===== config.mk =====
export PLATFORM = sky130hd
export DESIGN_NAME = tx_transmitter
export DESIGN_NICKNAME = d
export VERILOG_FILES = /design/src/rtl/tx_transmitter.sv
export SDC_FILE = /design/constraint.sdc
export NUM_CORES = 1
export LEC_CHECK = 0
export CORE_MARGIN = 2
export CORE_UTILIZATION = 30
export DETAILED_ROUTE_END_ITERATION = 8
export SLEW_MARGIN = 20
export SYNTH_ARGS = -nofsm -noshare
export SYNTH_HDL_FRONTEND = slang
export SYNTH_HIERARCHICAL = 1
export SYNTH_SLANG_ARGS = --single-unit

===== constraint.sdc =====
create_clock -name clk -period 3.21 [get_ports clk]
set_input_delay 0.4815 -clock clk [delete_from_list [all_inputs] [get_ports clk]]
set_output_delay 0.4815 -clock clk [all_outputs]
set_load 0.03 [all_outputs]

===== src/rtl/tx_transmitter.sv =====
// Serial frame transmitter: preamble, SFD, header, payload and CRC-8 driven one bit per clock,
// followed by an idle gap of IFG_BITS zeros before the next request is accepted.
module crc8_serial (
    input  logic       clk,
    input  logic       rst,
    input  logic       clear,
    input  logic       enable,
    input  logic       data_in,
    output logic [7:0] crc_out
);
    logic [7:0] crc_q;
    logic [7:0] crc_d;
    logic [7:0] base;
    logic       fb;

    // clear acts before the shift, so a bit enabled in the last clear cycle starts from zero
    always_comb begin
        base  = clear ? '0 : crc_q;
        fb    = base[7] ^ data_in;
        crc_d = base;
        if (enable) begin
            crc_d = {base[6:0], 1'b0} ^ (fb ? 8'h07 : 8'h00);
        end
    end

    always_ff @(posedge clk) begin
        if (rst) begin
            crc_q <= '0;
        end else begin
            crc_q <= crc_d;
        end
    end

    assign crc_out = crc_q;
endmodule

module tx_transmitter #(
    parameter int unsigned IFG_BITS = 16
) (
    input  logic         clk,
    input  logic         rst,
    input  logic         start,
    input  logic [1:0]   dest_id,
    input  logic [1:0]   src_id,
    input  logic [3:0]   length,
    input  logic [127:0] payload,
    output logic         tx_line,
    output logic         busy,
    output logic         done
);
    typedef enum logic [2:0] {
        S_IDLE, S_PREAMBLE, S_SFD, S_HEADER, S_PAYLOAD, S_CRC, S_GAP
    } state_t;

    localparam logic [7:0] SFD      = 8'hAB;
    localparam logic [7:0] GAP_LAST = 8'(IFG_BITS - 1);

    // state_q/cnt_q describe the bit currently on tx_line
    state_t       state_q, state_d;
    logic [6:0]   cnt_q, cnt_d;
    logic [7:0]   gap_q, gap_d;
    logic [7:0]   hdr_q, hdr_d;
    logic [3:0]   len_q, len_d;
    logic [127:0] pay_q, pay_d;
    logic [7:0]   crc_sh_q, crc_sh_d;
    logic         tx_q, tx_d;
    logic         busy_q, busy_d;
    logic         done_q, done_d;
    logic         last_bit;
    logic         crc_clear;
    logic         crc_en;
    logic [7:0]   crc_out;

    crc8_serial u_crc (
        .clk    (clk),
        .rst    (rst),
        .clear  (crc_clear),
        .enable (crc_en),
        .data_in(pay_q[127]),
        .crc_out(crc_out)
    );

    always_ff @(posedge clk) begin
        if (rst) begin
            state_q  <= S_IDLE;
            cnt_q    <= '0;
            gap_q    <= '0;
            hdr_q    <= '0;
            len_q    <= '0;
            pay_q    <= '0;
            crc_sh_q <= '0;
            tx_q     <= 1'b0;
            busy_q   <= 1'b0;
            done_q   <= 1'b0;
        end else begin
            state_q  <= state_d;
            cnt_q    <= cnt_d;
            gap_q    <= gap_d;
            hdr_q    <= hdr_d;
            len_q    <= len_d;
            pay_q    <= pay_d;
            crc_sh_q <= crc_sh_d;
            tx_q     <= tx_d;
            busy_q   <= busy_d;
            done_q   <= done_d;
        end
    end

    always_comb begin
        unique case (state_q)
            S_PREAMBLE:           last_bit = (cnt_q == 7'd15);
            S_SFD, S_HEADER, S_CRC: last_bit = (cnt_q == 7'd7);
            S_PAYLOAD:            last_bit = (cnt_q == {len_q, 3'b111});
            S_GAP:                last_bit = (gap_q == GAP_LAST);
            default:              last_bit = 1'b0;
        endcase
    end

    // Gap uses its own 8-bit counter since IFG_BITS can exceed the 7-bit bit counter range
    always_comb begin
        state_d = state_q;
        cnt_d   = cnt_q + 7'd1;
        gap_d   = '0;
        hdr_d   = hdr_q;
        len_d   = len_q;
        if (state_q == S_IDLE) begin
            cnt_d = '0;
            if (start) begin
                state_d = S_PREAMBLE;
                hdr_d   = {dest_id, src_id, length};
                len_d   = length;
            end
        end else if (last_bit) begin
            cnt_d = '0;
            unique case (state_q)
                S_PREAMBLE: state_d = S_SFD;
                S_SFD:      state_d = S_HEADER;
                S_HEADER:   state_d = S_PAYLOAD;
                S_PAYLOAD:  state_d = S_CRC;
                S_CRC:      state_d = S_GAP;
                default:    state_d = S_IDLE;
            endcase
        end else if (state_q == S_GAP) begin
            cnt_d = '0;
            gap_d = gap_q + 8'd1;
        end
    end

    always_comb begin
        tx_d      = 1'b0;
        pay_d     = pay_q;
        crc_sh_d  = crc_sh_q;
        crc_en    = 1'b0;
        crc_clear = (state_q inside {S_IDLE, S_PREAMBLE, S_SFD, S_HEADER});
        if (state_q == S_IDLE && start) begin
            pay_d = payload << (7'd120 - {length, 3'b000});
        end
        unique case (state_d)
            S_PREAMBLE: tx_d = ~cnt_d[0];
            S_SFD:      tx_d = SFD[3'd7 - cnt_d[2:0]];
            S_HEADER:   tx_d = hdr_q[3'd7 - cnt_d[2:0]];
            S_PAYLOAD: begin
                tx_d   = pay_q[127];
                pay_d  = {pay_q[126:0], 1'b0};
                crc_en = 1'b1;
            end
            S_CRC: begin
                if (state_q == S_PAYLOAD) begin
                    tx_d     = crc_out[7];
                    crc_sh_d = {crc_out[6:0], 1'b0};
                end else begin
                    tx_d     = crc_sh_q[7];
                    crc_sh_d = {crc_sh_q[6:0], 1'b0};
                end
            end
            default:    tx_d = 1'b0;
        endcase
        busy_d = (state_d != S_IDLE);
        done_d = (state_q == S_CRC) && (state_d == S_GAP);
    end

    assign tx_line = tx_q;
    assign busy    = busy_q;
    assign done    = done_q;
endmodule

==> out/summary.txt, run 1 <==
startpoint types - flip-flop
num rows - 71
die width - 199 microns
Finish-stage setup viols - 0
DIE AREA - 39700 sq um
switch share - 31.0%
Pwr Total - 5.80 mW
crit path DAT - 3220 ps
I/O Buffers - 141
reg2reg start - state_q[1]$_SDFF_PP0_
core area - 37700 sq um
highest metal used - met4
PD cells - 413 nW/um^2
#FFs+latches synth - 172
Leak Pwr - 5.37 nW
power share of the clock group - 37.1%
final wirelength - 41700 microns
routed len/inst - 20.4 microns
M1 wire length - 18000 microns
Setup CP Type - reg2reg
Worst-Margin Slew - 852 ps
routability cong. - 0.903
min-delay worst type - in2reg
Vias/cell - 5.69
fmax - 0.342 GHz
share of synthesized flip-flops with an asynchronous set or reset - 0%
Seq/Total Area, Yosys - 30.1%
Worst Hold Depth - 2
dpl cells - 2011
Final ANT Viol Nets - 0
Reg2Reg Depth - 10
post-cts resize count - 0
Clock Path Buffers - 2
clock transition at the registers of the reported paths - 70 ps
top cell type's share of synthesized area - 30.1%
Worst R2R Setup Slack - 290 ps
crit-path cells - nor3b_4, a2111oi_1, a21oi_2, o21ai_2, and2_1, a21oi_4, clkinv_2, buf_12, a221oi_1, nor2_1
Final Hold Viols - 0
P_sw - 1.80 mW
H-tree levels - 4
hold endpoint - state_q[1]$_SDFF_PP0_
crit path max fanout - 63
grt total ovfl - 0
max incr delay on CP - 450 ps
Filler Cell Count - 3967
Layout Nets - 1660
Distinct cells, synth - 70
Crit. End Element - flip-flop
Worst slew margin - 43.0%
max cap viols - 0
initial antenna violation count - 0
CP required - 3510 ps
ys flop type - dfxtp_1
Total GRT Usage - 21.0%
antenna cells - 0
FF-to-FF End - pay_q[101]$_SDFFE_PP0P_
Reg power frac - 39.6%
CTS Hold Bufs - 0
vias in the first global route - 11300
CTS tree - yes
share of cells above drive strength 1 - 12.0%
syn_nets - 1586
met3 routed WL - 2700 microns
Synth area leader - dfxtp_1
Root Driver - clkbuf_16
Top Family by Delay on Critical Path - compound AO/OA/AOI/OAI gates
Initial Utilization - 30.4%
clk sink count - 172
most common cell in the netlist - nor2_1
cell area after synthesis - 11400 sq um
status - complete, no violations
Met2 Routed Length - 19600 microns
Crit-path slowest cell - nor3b_4
Non-Filler Instances - 2043
Area contributors post-synth - dfxtp_1 (30%), mux2i_1 (10%), a221oi_1 (7.6%)
synth warn - 6
RSZ-0062 raised after global routing - no
Fin Setup TNS - 0 ps
Die Height - 199 microns
Layout area overhead - 22.7%
Mapped Cells - 1445
hold_sp - rst
1st-iter DRT viols - 1402
largest net degree at the start of global routing - 133
number of synthesized flops with an enable pin - 0
first-pass iteration count of the detailed router - 8
Layout Skew - 12.3 ps
Power Internal - 4.00 mW
worst vdd ir - 0.000460 V
crit path buf inv count - 2
drt drc - 0
crit path time final - 2920 ps
CTS buffer count - 17
Detail Placement HPWL - 29900 microns
combinational share of power - 23.4%
period utilization - 91.1%
commonest cells in the netlist - nor2_1 (227), dfxtp_1 (172), nand2_1 (156), mux2i_1 (120), a221oi_1 (99)
I/O pin count - 142
Slew Limit Fails - 0
worst skew pair latency - 440 ps
Vias - 11600
Avg Cell Area, Syn - 7.92 sq um
postcts setup bufs - 0
first-pass GRT wire length - 64600 microns
[how the worst max path moves through the flow]
stage                               start                          end  cells after the start
floorplan           state_q[1]$_SDFF_PP0_  u_crc/crc_out[1]$_SDFF_PP0_                     15
global placement    state_q[1]$_SDFF_PP0_      pay_q[126]$_SDFFE_PP0P_                     10
detailed placement  state_q[1]$_SDFF_PP0_      pay_q[101]$_SDFFE_PP0P_                     10
CTS                 state_q[1]$_SDFF_PP0_      pay_q[101]$_SDFFE_PP0P_                     10
global route        state_q[1]$_SDFF_PP0_      pay_q[101]$_SDFFE_PP0P_                     10
finish              state_q[1]$_SDFF_PP0_      pay_q[101]$_SDFFE_PP0P_                     10
[routing by layer]
metal / up-vias / GRT usage [%]
met5: - / 0
met4: 0 / 7.93
met3: 68 / 3.78
met2: 435 / 34.6
met1: 5615 / 27.2
li1: 5504 / -
[power by group through the flow]
stage          Sequential (mW)  Combinational (mW)  Clock (mW)
3_3_place_gp              2.34                1.32           0
6_report                  2.30                1.36        2.15
2_1_floorplan             2.32               0.798           0
4_1_cts                   2.29                1.34        2.18
5_1_grt                   2.31                1.46        2.26
3_5_place_dp              2.34                1.33           0
[worst register-to-register path, delay by kind of cell (launching register included)]
| family | cells | cell delay, ps |
|---|---|---|
| buffers and inverters | 2 | 620 |
| and+or+nand+nor | 3 | 730 |
| AOI/OAI and AO/OA | 5 | 1030 |
| DFF | 1 | 420 |
[cell families after synthesis]
| group | synth area share (%) |
|---|---|
| compound gates | 24.0 |
| xor+xnor | 1.22 |
| fa+ha+maj | 0.219 |
| buf+inv | 5.75 |
| flops | 30.1 |
| mux | 18.1 |
| simple gates | 20.6 |
[registers in the layout, summed over array words and instances, names as in the netlist]
signal / flops
cnt_q: 7
done: 1
hdr_q: 8
crc_sh_q: 7
pay_q: 128
u_crc/crc_out: 8
gap_q: 8
state_q: 3
tx_line: 1
busy: 1
[final cells by class]
cell class,instances,area (sq um),area share [%]
clock buffer,19,443,3.15
inverter,10,38.8,0.276
clock inverter,13,164,1.17
timing repair buffer,199,1950,13.9
multi-input combinational,1119,7360,52.4
tap,511,639,4.55
sequential,172,3450,24.5
[through the flow]
step / worst slack (ps) / util (%) / hold slack [ps] / area, sq um
floorplan: 468 / - / 426 / 11400
global placement: 330 / 35.7 / 441 / 13400
detailed placement: 186 / 35.7 / 448 / 13400
CTS: 155 / 37.3 / 432 / 14000
global route: 55.2 / 37.3 / 444 / 14000
finish: 286 / 37.3 / 447 / 14000
[layout by cell type (no fill, tap or decap), types with 55 or more instances in the layout]
cell / synthesis / routed
nor3_1: 73 / 73
a21oi_1: 55 / 55
a221oi_1: 99 / 99
mux2_2: 63 / 63
o21ai_0: 61 / 61
nand2_1: 156 / 155
dfxtp_1: 172 / 170
mux2i_1: 120 / 120
nor2_1: 227 / 227
clkdlybuf4s50_1: 0 / 136
Note: power is estimated with default switching activity, not from simulation.
==> run 2, diff against run 1 <==
PLACE_DENSITY = 0.53   (was not set)
==> run 2 against run 1 <==
Against the previous run:
- global-route usage is 1.1 points higher
- highest routed layer unchanged
- count of clock-buffer cells in the layout is 1 lower
- clock skew is 5.4 ps higher
- setup slack better by 49 ps
- sequential share of layout area hardly changed
- combinational power hardly changed
- maximum frequency is 1.7% higher
- largest cell class unchanged
- via count is 1.2% higher
- register-to-register slack better by 50 ps
- sequential power hardly changed
==> out/summary.txt, run 2 (synthesis gave the netlist of run 1 again) <==
status - complete, no violations
Non-Filler Instances - 2046 (+0.15%)
Fin Setup TNS - 0 ps (unchanged)
Worst slew margin - 32.4% (-11 points)
1st-iter DRT viols - 1146 (-18%)
DIE AREA - 39700 sq um (unchanged)
Detail Placement HPWL - 32100 microns (+7.2%)
worst skew pair latency - 450 ps (about the same)
CTS buffer count - 17 (unchanged)
I/O pin count - 142 (unchanged)
min-delay worst type - in2reg
Vias - 11800 (+1.2%)
grt total ovfl - 0 (unchanged)
CTS Hold Bufs - 0 (unchanged)
Final Hold Viols - 0 (unchanged)
postcts setup bufs - 0 (unchanged)
Largest register FFs - 128 (unchanged)
final wirelength - 43700 microns (+4.6%)
Reg area - 3440 sq um (about the same)
first-pass GRT wire length - 67200 microns (+4.0%)
largest net degree at the start of global routing - 96 (-28%)
initial antenna violation count - 0 (unchanged)
I/O Buffers - 141 (unchanged)
CTS tree - yes
max incr delay on CP - 520 ps (+70 ps)
Layout area overhead - 22.7% (about the same)
period utilization - 89.6% (-1.5 points)
first-pass iteration count of the detailed router - 6 (-2)
antenna cells - 0 (unchanged)
Crit-path slowest cell - dfxtp_1
routability cong. - 0.870 (-3.6%)
RSZ-0062 raised after global routing - no
Layout Nets - 1663 (+0.18%)
post-cts resize count - 0 (unchanged)
crit path DAT - 3190 ps (-30 ps)
clock transition at the registers of the reported paths - 70 ps (about the same)
Setup CP Type - reg2reg
crit-path cells - ha_1, nand2_1, a2111oi_1, a21oi_2, o21ai_2, and2_1, a21oi_4, inv_4, nor2_4, buf_12, a221oi_1, nor2_1
Root Driver - clkbuf_16
Top Family by Delay on Critical Path - compound AO/OA/AOI/OAI gates
share of cells above drive strength 1 - 12.1% (+0.042 points)
Filler Cell Count - 3981 (+0.35%)
clk sink count - 172 (unchanged)
Final ANT Viol Nets - 0 (unchanged)
Total GRT Usage - 22.1% (+1.1 points)
num rows - 71 (unchanged)
Finish-stage setup viols - 0 (unchanged)
Die Height - 199 microns (unchanged)
crit path buf inv count - 2 (unchanged)
most common library cell in the layout ignoring fill and taps - nor2_1
die width - 199 microns (unchanged)
crit path time final - 2880 ps (-48.7 ps)
area of the multi-input gates - 7360 sq um (unchanged)
core area - 37700 sq um (unchanged)
drt drc - 0 (unchanged)
vias in the first global route - 11500 (+1.8%)
routed len/inst - 21.3 microns (+4.4%)
crit path max fanout - 48 (-24%)
Crit. End Element - flip-flop
Leak Pwr - 5.38 nW (+0.15%)
CP required - 3530 ps (+20 ps)
Clock Path Buffers - 2 (unchanged)
Top reg by flops - pay_q
Initial Utilization - 30.4% (unchanged)
Slew Limit Fails - 0 (unchanged)
Worst-Margin Slew - 1000 ps (+152 ps)
max cap viols - 0 (unchanged)
worst vdd ir - 0.000222 V (-52%)
fmax - 0.348 GHz (+1.7%)
commonest non-fill, non-tap cells in the layout - nor2_1 (227), dfxtp_1 (172), nand2_1 (155)
H-tree levels - 4 (unchanged)
Vias/cell - 5.75 (+1.1%)
dpl cells - 2013 (+0.099%)
PD cells - 414 nW/um^2 (+0.11%)
Layout Skew - 17.7 ps (+5.42 ps)
startpoint types - flip-flop
## run 2: final timing paths
path / startpoint / end / slack (ps) / cells past startpoint
max: cnt_q[0]$_SDFF_PP0_ / pay_q[99]$_SDFFE_PP0P_ / 330 / 12
min: length[2] / hdr_q[2]$_SDFFE_PP0P_ / 370 / 3
max reg2reg: cnt_q[0]$_SDFF_PP0_ / pay_q[99]$_SDFFE_PP0P_ / 330 / 12
min reg2reg: hdr_q[7]$_SDFFE_PP0P_ / hdr_q[7]$_SDFFE_PP0P_ / 460 / 2
## run 2: final cells by class
cell class,count,area share [%]
Tap cell,511,4.55
Timing Repair Buffer,202,14.0
Clock inverter,14,1.19
Clock buffer,18,3.06
Sequential cell,172,24.5
Inverter,10,0.285
Multi-Input combinational cell,1119,52.4
## run 2: per-layer routing
metal | part of all wire (%) | routed length (microns) | global-route usage (%) | vias up
met5 | 0 | 0 | 0 | -
met4 | 3.6 | 1590 | 8.61 | 0
met3 | 6.3 | 2750 | 4.22 | 93
met2 | 47 | 20300 | 36.0 | 425
met1 | 44 | 19000 | 28.8 | 5733
li1 | - | - | - | 5513
## run 2: power breakdown
part	leakage, nW	internal, mW	switching (mW)	total, mW
combinational	3.69	0.592	0.783	1.38
clock	0.290	1.17	0.972	2.14
sequential	1.40	2.23	0.0700	2.30
## run 2: metrics by stage
| step | hold slack [ps] | total power, mW | instance area, sq um | worst slack, ps | utilization (%) |
|---|---|---|---|---|---|
| floorplan | 426 | 3.12 | 11400 | 468 | - |
| global placement | 440 | 3.69 | 13400 | 132 | 35.7 |
| detailed placement | 453 | 3.70 | 13400 | 167 | 35.7 |
| CTS | 359 | 5.83 | 14000 | 262 | 37.3 |
| global route | 382 | 6.04 | 14000 | 33.6 | 37.3 |
| finish | 369 | 5.81 | 14000 | 334 | 37.3 |
## run 2: tightest hold or removal path: cells and delay by family
family	cells	cell delay (ps)
buffers and inverters	1	170
AND/OR/NAND/NOR	1	70
AO/OA/AOI/OAI	1	50
==> run 3, diff against run 2 <==
TNS_END_PERCENT = 30   (was not set)
==> results of run 3 <==
No change in the layout: final DEF, timing and power equal those of run 2.
